===== src/rtl/cpu_types_pkg.sv =====
// Shared pipeline-register bundle types for the 5-stage CPU.
package cpu_types_pkg;

  localparam int WORD_W = 32;
  localparam int REG_W  = 5;

  typedef struct packed {
    logic [WORD_W-1:0] instr;
    logic [WORD_W-1:0] npc;
  } ifid_t;

  typedef struct packed {
    logic [REG_W-1:0]  dest;
    logic              memread;
    logic              memwrite;
    logic              regwrite;
    logic [3:0]        aluop;
    logic [WORD_W-1:0] rdat1;
    logic [WORD_W-1:0] rdat2;
    logic [WORD_W-1:0] imm;
    logic [WORD_W-1:0] npc;
  } idex_t;

  typedef struct packed {
    logic [REG_W-1:0]  dest;
    logic              memread;
    logic              memwrite;
    logic              regwrite;
    logic [WORD_W-1:0] alu_out;
    logic [WORD_W-1:0] store_data;
  } exmem_t;

  // Destination reported to the hazard unit: zero when the stage writes nothing.
  function automatic logic [REG_W-1:0] fwd_dest(input logic valid, input logic regwrite,
                                                input logic [REG_W-1:0] dest);
    return (valid && regwrite) ? dest : '0;
  endfunction

endpackage


===== src/rtl/pipe_latch.sv =====
// One pipeline register with a valid bit. Priority: flush > hold > bubble > load;
// with nothing asserted the register keeps its contents.
module pipe_latch #(
  parameter int W = 32
) (
  input  logic         clk,
  input  logic         nrst,
  input  logic         flush,
  input  logic         hold,
  input  logic         bubble,
  input  logic         load,
  input  logic         valid_in,
  input  logic [W-1:0] d,
  output logic [W-1:0] q,
  output logic         valid
);

  // Register update; a bubble is an all-zero payload with valid cleared.
  always_ff @(posedge clk) begin
    if (!nrst) begin
      q     <= '0;
      valid <= 1'b0;
    end else if (flush) begin
      q     <= '0;
      valid <= 1'b0;
    end else if (hold) begin
      q     <= q;
      valid <= valid;
    end else if (bubble) begin
      q     <= '0;
      valid <= 1'b0;
    end else if (load) begin
      q     <= d;
      valid <= valid_in;
    end
  end

endmodule


===== src/rtl/pipeline_latch_ctrl.sv =====
// IF/ID, ID/EX and EX/MEM registers with stall/flush/freeze control,
// hazard feedback and saturating bubble/freeze performance counters.
module pipeline_latch_ctrl
  import cpu_types_pkg::*;
#(
  parameter int CNT_W = 16
) (
  input  logic             CLK,
  input  logic             nRST,
  input  logic             ihit,
  input  logic             dhit,
  input  logic             fetch_stall,
  input  logic             fetch_flush,
  input  logic             decode_stall,
  input  logic             decode_flush,
  input  logic             execute_flush,
  input  ifid_t            if_in,
  input  idex_t            id_in,
  input  exmem_t           ex_in,
  output ifid_t            ifid_out,
  output logic             ifid_valid,
  output idex_t            idex_out,
  output logic             idex_valid,
  output exmem_t           exmem_out,
  output logic             exmem_valid,
  output logic             pc_en,
  output logic [REG_W-1:0] execDest,
  output logic             MemRead_Ex,
  output logic [REG_W-1:0] memDest,
  output logic             MemRead_Mem,
  output logic [CNT_W-1:0] bubble_cnt,
  output logic [CNT_W-1:0] freeze_cnt
);

  logic freeze;
  logic bubble_inc;

  // Freeze, PC enable and hazard feedback are all combinational on current latch state.
  always_comb begin
    freeze      = exmem_valid & (exmem_out.memread | exmem_out.memwrite) & ~dhit;
    pc_en       = (ihit & ~fetch_stall & ~freeze & ~fetch_flush) | fetch_flush;
    bubble_inc  = decode_flush | (~freeze & decode_stall);
    execDest    = fwd_dest(idex_valid, idex_out.regwrite, idex_out.dest);
    MemRead_Ex  = idex_valid & idex_out.memread;
    memDest     = fwd_dest(exmem_valid, exmem_out.regwrite, exmem_out.dest);
    MemRead_Mem = exmem_valid & exmem_out.memread;
  end

  pipe_latch #(.W($bits(ifid_t))) u_ifid (
    .clk      (CLK),
    .nrst     (nRST),
    .flush    (fetch_flush),
    .hold     (freeze | fetch_stall),
    .bubble   (~ihit),
    .load     (ihit),
    .valid_in (1'b1),
    .d        (if_in),
    .q        (ifid_out),
    .valid    (ifid_valid)
  );

  pipe_latch #(.W($bits(idex_t))) u_idex (
    .clk      (CLK),
    .nrst     (nRST),
    .flush    (decode_flush),
    .hold     (freeze),
    .bubble   (decode_stall),
    .load     (1'b1),
    .valid_in (ifid_valid),
    .d        (id_in),
    .q        (idex_out),
    .valid    (idex_valid)
  );

  pipe_latch #(.W($bits(exmem_t))) u_exmem (
    .clk      (CLK),
    .nrst     (nRST),
    .flush    (execute_flush),
    .hold     (freeze),
    .bubble   (1'b0),
    .load     (1'b1),
    .valid_in (idex_valid),
    .d        (ex_in),
    .q        (exmem_out),
    .valid    (exmem_valid)
  );

  // Saturating counters: a flush and a stall in the same cycle count once.
  always_ff @(posedge CLK) begin
    if (!nRST) begin
      bubble_cnt <= '0;
      freeze_cnt <= '0;
    end else begin
      if (bubble_inc && (bubble_cnt != {CNT_W{1'b1}}))
        bubble_cnt <= bubble_cnt + 1'b1;
      if (freeze && (freeze_cnt != {CNT_W{1'b1}}))
        freeze_cnt <= freeze_cnt + 1'b1;
    end
  end

endmodule


===== config.mk =====
export PLATFORM = sky130hd
export DESIGN_NAME = pipeline_latch_ctrl
export DESIGN_NICKNAME = d
export VERILOG_FILES = /design/src/rtl/cpu_types_pkg.sv /design/src/rtl/pipe_latch.sv /design/src/rtl/pipeline_latch_ctrl.sv
export SDC_FILE = /design/constraint.sdc
export NUM_CORES = 1
export LEC_CHECK = 0
export CORE_AREA = 3 3 235 237
export DETAILED_ROUTE_END_ITERATION = 12
export DIE_AREA = 0 0 238 240
export PLACE_DENSITY = 0.57
export SETUP_SLACK_MARGIN = 0.2
export SYNTH_ARGS = -nofsm -noshare
export SYNTH_HDL_FRONTEND = slang
export SYNTH_SLANG_ARGS = --single-unit

===== constraint.sdc =====
create_clock -name CLK -period 3.1 [get_ports CLK]
set_clock_uncertainty 0.15 [all_clocks]
set_input_delay 0.62 -clock CLK [delete_from_list [all_inputs] [get_ports CLK]]
set_output_delay 0.62 -clock CLK [all_outputs]
set_load 0.005 [all_outputs]

==> run_results.csv <==
group,metric,value,unit
timing,timing.slew.headroom,0.5167,
yosys,yosys.area.top_type,"dfxtp_1",
power_and_ir_drop,peakVddDrop,0.0004343,V
setup_path,path_depth,2,
place,portBuffers,608,
final_layout,nFillCells,5402,
route,route.detailed.drc,0,
timing,setup_viol,0,
setup_path,slowest_stage,"dfxtp_1",
yosys,async_flop_share,0,
yosys,ys_ff_latch,311,
route,ant_nets,0,
setup_path,worstPathBufferInverterCount,1,
power_and_ir_drop,p_per_area,505.5,nW/µm²
power_and_ir_drop,p_leak,7.666,nW
place,dpl_cell_area,18580,µm²
route,via_per_inst,4.496,
yosys,yosys-top-cells-area,"dfxtp_1 53%, a21oi_1 12%, and3_1 8.3%, nand2_1 7.2%, nor2_1 5.3%",
setup_path,path_max_fanout,9,
clocking,max-clock-path-buffers,3,
yosys,yosysWarnings,0,
global_routing,antenna_found_initial,1,
clocking,numCtsBuffers,39,
setup_path,required,2330,ps
route,dr.pass1.iters,5,
setup_path,r2r-end,"freeze_cnt[11]",
setup_path,reg2reg_depth,6,
setup_path,worstPathArrival,1870,ps
floorplanning,pin_count,609,
route,routed_wirelength,47.43,mm
setup_path,slowest_delay,590,ps
yosys,ys_types,46,
final_layout,antenna_cells,0,
min_path,holdCritStartpoint,"ihit",
final_layout,final_cell_area,19990,µm²
final_layout,drive_gt1_frac,0.05219,
global_routing,gr-usage-all-layers,0.1548,
timing,fin_crit_sh,0.8504,
timing,clock.fmax,379.3,MHz
floorplanning,coreArea,53500,µm²
clocking,clk_pin_slew,60,ps
floorplanning,dieArea,57120,µm²
place,gp_congestion,0.8064,
timing,fin_hold_ws,241.9,ps
timing,drv_slew,0,
route,drtIter0Drc,579,
setup_path,critPathTopFamily,"flip-flops",
setup_path,crit_path_end_kind,"output port",
global_routing,overflow,0,
final_layout,syn2layout_area_growth,70.05,%
setup_path,cp_cell_sequence,"and3_1 > clkdlybuf4s50_1",
run_status,status,"finished clean",
route,vias,12261,
global_routing,grt_max_degree,130,
global_routing,grt_pass1_wl,70.10,mm
setup_path,reg2reg_setup_slack,950,ps
clocking,root_buffer,"clkbuf_16",
floorplanning,start_util,0.2197,
yosys,synth.yosys.seq_area_share,0.5298,
yosys,syn-instance-count,1443,
clocking,cts_setup_buffers,0,
final_layout,multi_input_area,5052,µm²
min_path,hold_depth,3,
clocking,tritoncts,"yes",
yosys,synth_top_cell_area_share,0.5298,
floorplanning,die_height,240,µm
timing,fin_setup_tns,0,ps
clocking,cts.htree.levels,2,
setup_path,path_class,"flop to output port",
timing,rsz0062_at_grt,"false",
floorplanning,die_w,238,µm
yosys,syn_area,11750,µm²
setup_path,timing.rr.start,"freeze_cnt[0]",
timing,tightestPinTransition,724.9,ps
timing,hold_violations,0,
job,cap_violations,0,
global_routing,grt_pass1_vias,11763,
final_layout,final-seq-area,6226,µm²
place,post-dp-hpwl,33.42,mm
yosys,synth_edf_count,0,
yosys,syn_avg_cell_area,8.145,µm²
min_path,min_path_type,"input pin to flop",
route,wl_per_cell,17.39,µm
clocking,clk_latency,540,ps
floorplanning,std_cell_rows,85,
yosys,syn-num-nets,1730,
timing,period_needed,2636,ps
final_layout,nNetsFinal,2287,
clocking,cts.sinks,311,
yosys,synth_ff_type,"dfxtp_1",
min_path,whs_endpoint,"u_ifid.valid",
setup_path,startpoint_type,"flop",
cell families (layout without fill, tap and decap cells):
group / count (synthesis) / after routing / share of synthesized area
AOI/OAI and AO/OA: 311 / 311 / 0.1373
xor gates and xnor gates: 14 / 14 / 0.01043
buffers and inverters: 125 / 713 / 0.04440
DFF: 311 / 311 / 0.5298
muxes: 6 / 6 / 0.005110
and+or+nand+nor: 674 / 674 / 0.2708
adders and majority gates: 2 / 2 / 0.002129
cells in the final DEF, fill, tap and decap left out, types with 4 or more instances in the layout:
| master | n |
|---|---|
| clkbuf_16 | 40 |
| a21oi_1 | 284 |
| mux2i_1 | 6 |
| clkbuf_8 | 6 |
| o21ai_0 | 7 |
| buf_12 | 11 |
| nand2b_1 | 6 |
| nor2_1 | 164 |
| a211oi_1 | 4 |
| clkbuf_1 | 10 |
| bufinv_16 | 7 |
| xnor2_1 | 14 |
| nand3_1 | 79 |
| nand2_1 | 223 |
| nor4_2 | 4 |
| dfxtp_1 | 311 |
| buf_4 | 14 |
| nor3_1 | 8 |
| and3_1 | 155 |
| inv_1 | 6 |
| clkdlybuf4s50_1 | 606 |
| clkinv_2 | 5 |
| nand4_1 | 10 |
power by group:
group | switching [mW] | internal [mW] | total (mW)
logic | 0.375 | 0.629 | 1.00
registers | 0.0649 | 4.11 | 4.17
clock network | 1.82 | 3.11 | 4.93
registers in the layout, summed over array words and instances (netlist names):
name / flops
u_exmem.valid: 1
u_idex.q: 140
u_ifid.q: 64
u_ifid.valid: 1
u_exmem.q: 72
u_idex.valid: 1
bubble_cnt: 16
freeze_cnt: 16
worst min-delay path: cells and delay by family:
family	cells	cell delay (ps)
AO/OA/AOI/OAI	1	60
AND/OR/NAND/NOR	1	80
buffers and inverters	1	110
stage by stage:
stage          power, mW  std cells  utilization  setup WS (ps)
4_1_cts            10.29       2727       0.3736          375.1
3_5_place_dp       5.268       2655       0.3473          111.5
3_3_place_gp       5.258       2655       0.3473          35.92
2_1_floorplan      4.567       1443            -          901.6
6_report           10.10       2727       0.3736          463.9
5_1_grt            10.52       2727       0.3736          360.2
routing by layer:
metal	part of all wire	track usage	vias up
met5	0.00019	0	-
met4	0.029	0.05131	2
met3	0.087	0.05437	84
met2	0.48	0.2632	470
met1	0.40	0.1827	5676
li1	-	-	6029
worst max path at each step:
stage / slack, ps / endpoint / start
6_report: 460 / execDest[1] / u_idex.valid
3_5_place_dp: 110 / pc_en / dhit
2_1_floorplan: 900 / pc_en / dhit
5_1_grt: 360 / execDest[3] / u_idex.valid
4_1_cts: 380 / execDest[1] / u_idex.valid
3_3_place_gp: 40 / pc_en / dhit
Yosys cell counts (8+ instances only):
cell / n
dfxtp_1: 311
a21oi_1: 284
nand2_1: 225
nor2_1: 167
and3_1: 155
nand3_1: 79
clkbuf_1: 75
buf_2: 39
xnor2_1: 14
nand2b_1: 10
nand4_1: 10
nor3_1: 8
final cells by class:
type | count | share of cell area
Clock buffer | 56 | 0.05609
Clock inverter | 16 | 0.01396
Inverter | 8 | 0.001565
Multi-Input combinational cell | 1007 | 0.2528
Sequential cell | 311 | 0.3115
Tap cell | 696 | 0.04357
Timing Repair Buffer | 633 | 0.3205
repair_timing:
action	CTS	global route
setup endpoints to repair	1	0
hold endpoints to repair	0	0
hold buffers	0	0
resized for setup	4	0
Note: power is estimated with default switching activity, not from simulation.
